===== src/rtl/fp_pkg.sv =====
// rtl/fp_pkg.sv - shared FSM states, fp32 field widths and constants
package fp_pkg;
  typedef enum logic [1:0] {
    ST_IDLE = 2'd0,
    ST_EXEC = 2'd1,
    ST_RESP = 2'd2
  } state_t;

  localparam int FP_SIGN_W = 1;
  localparam int FP_EXP_W  = 8;
  localparam int FP_MAN_W  = 23;
  localparam int FP_W      = FP_SIGN_W + FP_EXP_W + FP_MAN_W;

  localparam logic [FP_W-1:0] ZERO = '0;
endpackage


===== src/rtl/fp_addsub_arbiter_unit.sv =====
// rtl/fp_addsub_arbiter_unit.sv - combinational fp32 add/sub, truncating, no special-value handling
module fp_addsub_arbiter_unit
  import fp_pkg::*;
(
  input  logic [FP_W-1:0] a,
  input  logic [FP_W-1:0] b,
  input  logic            sub,
  output logic [FP_W-1:0] y
);
  logic                a_big;
  logic                sign_big;
  logic                sign_small;
  logic [FP_EXP_W-1:0] exp_big;
  logic [FP_EXP_W-1:0] exp_small;
  logic [FP_EXP_W-1:0] exp_diff;
  logic [FP_MAN_W:0]   man_big;
  logic [FP_MAN_W:0]   man_small;
  logic [FP_MAN_W:0]   man_shift;
  logic [FP_MAN_W+1:0] sum;
  logic [FP_MAN_W:0]   norm;
  logic [4:0]          lz;
  logic                found;

  always_comb begin
    // Larger magnitude operand supplies the result sign and the alignment exponent.
    a_big      = a[FP_W-2:0] >= b[FP_W-2:0];
    sign_big   = a_big ? a[FP_W-1] : (b[FP_W-1] ^ sub);
    sign_small = a_big ? (b[FP_W-1] ^ sub) : a[FP_W-1];
    exp_big    = a_big ? a[FP_W-2 -: FP_EXP_W] : b[FP_W-2 -: FP_EXP_W];
    exp_small  = a_big ? b[FP_W-2 -: FP_EXP_W] : a[FP_W-2 -: FP_EXP_W];
    man_big    = {1'b1, (a_big ? a[FP_MAN_W-1:0] : b[FP_MAN_W-1:0])};
    man_small  = {1'b1, (a_big ? b[FP_MAN_W-1:0] : a[FP_MAN_W-1:0])};
    exp_diff   = exp_big - exp_small;
    man_shift  = man_small >> exp_diff;

    if (sign_big ^ sign_small)
      sum = {1'b0, man_big} - {1'b0, man_shift};
    else
      sum = {1'b0, man_big} + {1'b0, man_shift};

    lz    = '0;
    found = 1'b0;
    for (int i = FP_MAN_W; i >= 0; i--) begin
      if (!found && sum[i]) begin
        found = 1'b1;
        lz    = 5'(FP_MAN_W - i);
      end
    end
    norm = sum[FP_MAN_W:0] << lz;

    y = ZERO;
    if (sum == '0)
      y = ZERO;
    else if (sum[FP_MAN_W+1])
      y = {sign_big, exp_big + 8'd1, sum[FP_MAN_W:1]};
    else
      y = {sign_big, exp_big - FP_EXP_W'(lz), norm[FP_MAN_W-1:0]};
  end
endmodule


===== src/rtl/fp_addsub_arbiter.sv =====
// rtl/fp_addsub_arbiter.sv - N requesters sharing one fp32 add/sub unit via IDLE/EXEC/RESP FSM
// Define FPAS_FIXED_PRIO_EN for fixed-priority (lowest index) arbitration; default is round-robin.
module fp_addsub_arbiter
  import fp_pkg::*;
#(
  parameter int N_REQ = 4,
  parameter int IDW   = $clog2(N_REQ)
) (
  input  logic               clk,
  input  logic               rst,
  input  logic [N_REQ-1:0]   req_valid,
  input  logic [N_REQ*32-1:0] req_a,
  input  logic [N_REQ*32-1:0] req_b,
  input  logic [N_REQ-1:0]   req_sub,
  output logic [N_REQ-1:0]   req_ready,
  output logic               rsp_valid,
  input  logic               rsp_ready,
  output logic [31:0]        rsp_data,
  output logic [IDW-1:0]     rsp_id,
  output logic               busy
);
  state_t          state_q, state_d;
  logic [FP_W-1:0] a_q, a_d;
  logic [FP_W-1:0] b_q, b_d;
  logic            sub_q, sub_d;
  logic [IDW-1:0]  id_q, id_d;
  logic [FP_W-1:0] rsp_data_q, rsp_data_d;
  logic [IDW-1:0]  rsp_id_q, rsp_id_d;
  logic [FP_W-1:0] unit_y;
  logic [IDW-1:0]  grant_id;
  logic [FP_W-1:0] sel_a;
  logic [FP_W-1:0] sel_b;
  logic            sel_sub;
  logic            any_valid;
  logic            accept;

`ifndef FPAS_FIXED_PRIO_EN
  logic [IDW-1:0]  last_grant_q, last_grant_d;
`endif

  always_comb begin
    grant_id = '0;
    for (int i = N_REQ-1; i >= 0; i--)
      if (req_valid[i]) grant_id = IDW'(i);
`ifndef FPAS_FIXED_PRIO_EN
    // Lowest valid index above the pointer wins; otherwise wrap to the lowest valid overall.
    for (int i = N_REQ-1; i >= 0; i--)
      if (req_valid[i] && (IDW'(i) > last_grant_q)) grant_id = IDW'(i);
`endif
  end

  always_comb begin
    sel_a   = '0;
    sel_b   = '0;
    sel_sub = 1'b0;
    for (int i = 0; i < N_REQ; i++) begin
      if (grant_id == IDW'(i)) begin
        sel_a   = req_a[i*32 +: 32];
        sel_b   = req_b[i*32 +: 32];
        sel_sub = req_sub[i];
      end
    end
  end

  assign any_valid = |req_valid;
  assign accept    = !rst && any_valid &&
                     ((state_q == ST_IDLE) || ((state_q == ST_RESP) && rsp_ready));

  always_comb begin
    req_ready = '0;
    for (int i = 0; i < N_REQ; i++)
      req_ready[i] = accept && (grant_id == IDW'(i));
  end

  always_comb begin
    state_d    = state_q;
    a_d        = a_q;
    b_d        = b_q;
    sub_d      = sub_q;
    id_d       = id_q;
    rsp_data_d = rsp_data_q;
    rsp_id_d   = rsp_id_q;
`ifndef FPAS_FIXED_PRIO_EN
    last_grant_d = last_grant_q;
`endif
    case (state_q)
      ST_IDLE: if (accept) state_d = ST_EXEC;
      ST_EXEC: begin
        rsp_data_d = unit_y;
        rsp_id_d   = id_q;
        state_d    = ST_RESP;
      end
      ST_RESP: if (rsp_ready) state_d = accept ? ST_EXEC : ST_IDLE;
      default: state_d = ST_IDLE;
    endcase
    if (accept) begin
      a_d   = sel_a;
      b_d   = sel_b;
      sub_d = sel_sub;
      id_d  = grant_id;
`ifndef FPAS_FIXED_PRIO_EN
      last_grant_d = grant_id;
`endif
    end
  end

  always_ff @(posedge clk or posedge rst) begin
    if (rst) begin
      state_q    <= ST_IDLE;
      a_q        <= ZERO;
      b_q        <= ZERO;
      sub_q      <= 1'b0;
      id_q       <= '0;
      rsp_data_q <= ZERO;
      rsp_id_q   <= '0;
`ifndef FPAS_FIXED_PRIO_EN
      last_grant_q <= IDW'(N_REQ-1);
`endif
    end else begin
      state_q    <= state_d;
      a_q        <= a_d;
      b_q        <= b_d;
      sub_q      <= sub_d;
      id_q       <= id_d;
      rsp_data_q <= rsp_data_d;
      rsp_id_q   <= rsp_id_d;
`ifndef FPAS_FIXED_PRIO_EN
      last_grant_q <= last_grant_d;
`endif
    end
  end

  fp_addsub_arbiter_unit u_unit (
    .a   (a_q),
    .b   (b_q),
    .sub (sub_q),
    .y   (unit_y)
  );

  assign rsp_valid = (state_q == ST_RESP);
  assign rsp_data  = rsp_data_q;
  assign rsp_id    = rsp_id_q;
  assign busy      = (state_q != ST_IDLE);
endmodule


===== config.mk =====
export PLATFORM = sky130hd
export DESIGN_NAME = fp_addsub_arbiter
export DESIGN_NICKNAME = d
export VERILOG_FILES = /design/src/rtl/fp_pkg.sv /design/src/rtl/fp_addsub_arbiter_unit.sv /design/src/rtl/fp_addsub_arbiter.sv
export SDC_FILE = /design/constraint.sdc
export NUM_CORES = 1
export LEC_CHECK = 0
export ABC_AREA = 1
export CAP_MARGIN = 20
export CORE_ASPECT_RATIO = 0.8
export CORE_MARGIN = 10
export CORE_UTILIZATION = 50
export CTS_CLUSTER_SIZE = 12
export DETAILED_ROUTE_END_ITERATION = 6
export GPL_ROUTABILITY_DRIVEN = 0
export GPL_TIMING_DRIVEN = 1
export PLACE_DENSITY = 0.8
export SETUP_SLACK_MARGIN = 0.05
export SYNTH_ARGS = -nofsm -noshare
export SYNTH_HDL_FRONTEND = slang
export SYNTH_HIERARCHICAL = 1
export SYNTH_SLANG_ARGS = --single-unit

===== constraint.sdc =====
create_clock -name clk -period 12.1 [get_ports clk]
set_input_delay 1.815 -clock clk [delete_from_list [all_inputs] [get_ports clk]]
set_output_delay 1.815 -clock clk [all_outputs]
set_load 0.01 [all_outputs]

==> results.md <==
- Drt total wl: ~57000 µm
- Main flop type after synthesis: sky130_fd_sc_hd__dfrtp_1
- Post-Syn Area: 0.0134 mm²
- Remaining design rule violation count: 14
- Total clock buffers created by CTS: 9
- Pin count of the biggest net entering global routing: 87
- First drt pass iteration count: 7
- Relative slew margins: 28.0%
- Number of enable-type register cells in the synthesized netlist: 0
- Largest stage delay on the critical path: 610 ps
- Final standard cell count with taps included and fillers excluded: 2910
- Cell accounting for the most synthesized area: sky130_fd_sc_hd__nand2_1
- Worst Tran Pin Value: 1070 ps
- Floorplan Core Area: 0.0263 mm²
- Final number of max-transition violations: 0
- I/O pin count: a little over 300
- Share of flip-flops with an asynchronous set or reset: 100%
- Global router's overall resource usage: around a third
- Worst path most repeated cell: sky130_fd_sc_hd__nand2_1
- H-tree level count: 3
- Number of warnings printed during yosys synthesis: 6
- Violations in the final reports: design-rule violations
- Post-cts hold buffer count: 0
- Remaining antenna violation count after routing: 0
- Area of the die: 0.0338 mm²
- Final critical-path required period: 11370 ps
- Count of maximum capacitance violations: 0
- Top cell type's share of synthesized area: between 20% and 30%
- Area growth from synthesis to layout: 28.5%
- Clock transition at path regs: ~80 ps
- Number of distinct standard cells referenced by the synthesized netlist: 53
- Sequential fraction of the synthesis area: 19.6%
- Average routed wire per standard cell: 19.6 µm
- Port Buffer Count: 306
- Crit path max fanout: 56
- Total grt overflow: 0
- Mean instance size in the synthesized netlist: 5.86 µm²
- Cells after Synth: 2290
- Latest clock arrival within the worst-skew pair: 370 ps
- CTS Sinks: about 110
- First-pass GRT wire length: 85900 µm
- Critical-path top delay cell: sky130_fd_sc_hd__o21ai_0
- Kind of critical path: flip-flop to flip-flop
- Data required time of the worst path: 12350 ps
- Layout net count: 2882
- Via count: 17000
- Post-DP HPWL: 44700 µm
- Skew final: 17.2 ps
- Total number of placement rows: 53
- Count of state elements after synthesis: 105
- Die width: 203 µm
- Vias per cell: 5.85
- Share of final-layout standard cells stronger than drive strength 1: 7.68%
- Setup-failing EPs final: 0
- Initial core utilization: 51.0%
- Source of the worst hold timing path: b_q[30]$_DFFE_PP0N_
- CTS Root Cell: sky130_fd_sc_hd__clkbuf_16
- Timing startpoint of the critical path: b_q[29]$_DFFE_PP0N_
- Count of placed standard cells including taps: 2863
- Clock tree from TritonCTS: yes
- Crit end category: flip-flop
- Achievable clock frequency: 0.0880 GHz
- Type of element launching the critical path: flip-flop
- Endpoint arrival time on the critical path: 11620 ps
- Cell types with the largest area share after synthesis: sky130_fd_sc_hd__nand2_1 20%, sky130_fd_sc_hd__dfrtp_1 19%, sky130_fd_sc_hd__nand3_1 12%
- Portion of the clock cycle consumed by the worst path in the final layout: a little over nine tenths
- Commonest non-fill, non-tap cells in the layout: 727 x sky130_fd_sc_hd__nand2_1, 311 x sky130_fd_sc_hd__nand3_1, 306 x sky130_fd_sc_hd__clkdlybuf4s50_1, 233 x sky130_fd_sc_hd__nor2_1, 200 x sky130_fd_sc_hd__inv_1
- First-iteration detailed-routing DRC count: 2631
- Via count of the first global-routing pass: 15400
- Antenna violations before repair: 2
- Maximum root-to-sink buffer count: 2
- Final-report hold violation count: 0
- Start of the worst register-to-register path: b_q[29]$_DFFE_PP0N_
- Height of the die: 167 µm
- Outcome: finished with violations
- Most common cell after layout, fill and taps aside: sky130_fd_sc_hd__nand2_1
- Hold WC Path Type: flip-flop to flip-flop
- Net Count, Synth: 2626
[Yosys cell counts (all sizes together) (8+ instances only)]
cell type and number:
a21oi 82, clkinv 8, buf 75, nor3 8, mux2 32, inv 221
dfrtp 103, o21ai 155, xor2 35, nand3 317, nand2 750, nand4 95
xnor2 15, ha 67, clkbuf 38, nor2 246
[critical path, delay by kind of cell (launching register included)]
family                   cells  cell delay (ps)
AO/OA/AOI/OAI               10             2030
XOR/XNOR                     2              400
adder cells (fa/ha/maj)      4             1190
buffers and inverters        8             1120
flip-flops                   1              390
multiplexers                 1              260
AND/OR/NAND/NOR             50             5820
[state kept, by name, indices dropped and copies added, names as in the netlist]
register,cells
last_grant_q,2
state_q,2
a_q,32
rsp_data,32
rsp_id,2
id_q,2
b_q,32
sub_q,1
[area by class of cell]
| type | count | area (µm²) |
|---|---|---|
| Tap cell | 357 | 447 |
| Multi-Input combinational cell | 1845 | 9530 |
| Fill cell | 2370 | 9080 |
| Timing Repair Buffer | 354 | 3440 |
| Timing Repair inverter | 2 | 10.0 |
| Clock inverter | 7 | 77.6 |
| Clock buffer | 9 | 225 |
| Sequential cell | 105 | 2630 |
| Antenna cell | 2 | 5.00 |
| Inverter | 229 | 875 |
[routing by layer]
metal,track usage [%],routed length [µm]
met5,0,0
met4,7.71,1490
met3,9.23,7730
met2,47.8,24700
met1,42.3,23100
[what timing repair did]
item	4_1_cts	5_1_grt
setup buffers	0	25
pin swaps	0	12
endpoints found under the setup margin	1	18
gates resized for setup	1	41
cloned	0	4
[cells by family (layout without fill, tap and decap cells)]
| group | after synthesis | after routing | synth area share (%) |
|---|---|---|---|
| AND/OR/NAND/NOR | 1432 | 1434 | 46.6 |
| buffers and inverters | 342 | 601 | 10.9 |
| AO/OA/AOI/OAI | 260 | 260 | 10.3 |
| flip-flops | 105 | 105 | 19.6 |
| adder cells (fa/ha/maj) | 69 | 69 | 6.54 |
| XOR/XNOR | 50 | 50 | 3.43 |
| multiplexers | 32 | 32 | 2.68 |
| other | 0 | 2 | 0 |
[path summary, 6_finish.rpt]
| path | end | slack [ps] | depth (start not counted) |
|---|---|---|---|
| min | b_q[30]$_DFFE_PP0N_ | 490 | 2 |
| max reg2reg | rsp_data[30]$_DFFE_PP0N_ | 730 | 75 |
| max in group asynchronous | a_q[0]$_DFFE_PP0N_ | 8980 | 3 |
| min in group asynchronous | rsp_data[15]$_DFFE_PP0N_ | 1920 | 2 |
| min reg2reg | b_q[30]$_DFFE_PP0N_ | 490 | 2 |
| max | rsp_data[30]$_DFFE_PP0N_ | 730 | 75 |
[stage by stage]
step                worst slack (ps)  hold WS, ps  instance area, µm²  TNS [ps]  utilization, %
global route                   -82.4          533               17200     -82.4            65.5
floorplan                       2170          449               13400         0               -
global placement                 305          466               16500         0            62.8
finish                           733          485               17200         0            65.5
CTS                              158          485               16800         0            64.0
detailed placement               133          468               16500         0            62.8
Power is not shown: default switching activity piles up to over one toggle a cycle in this logic, so the estimate is an artifact.
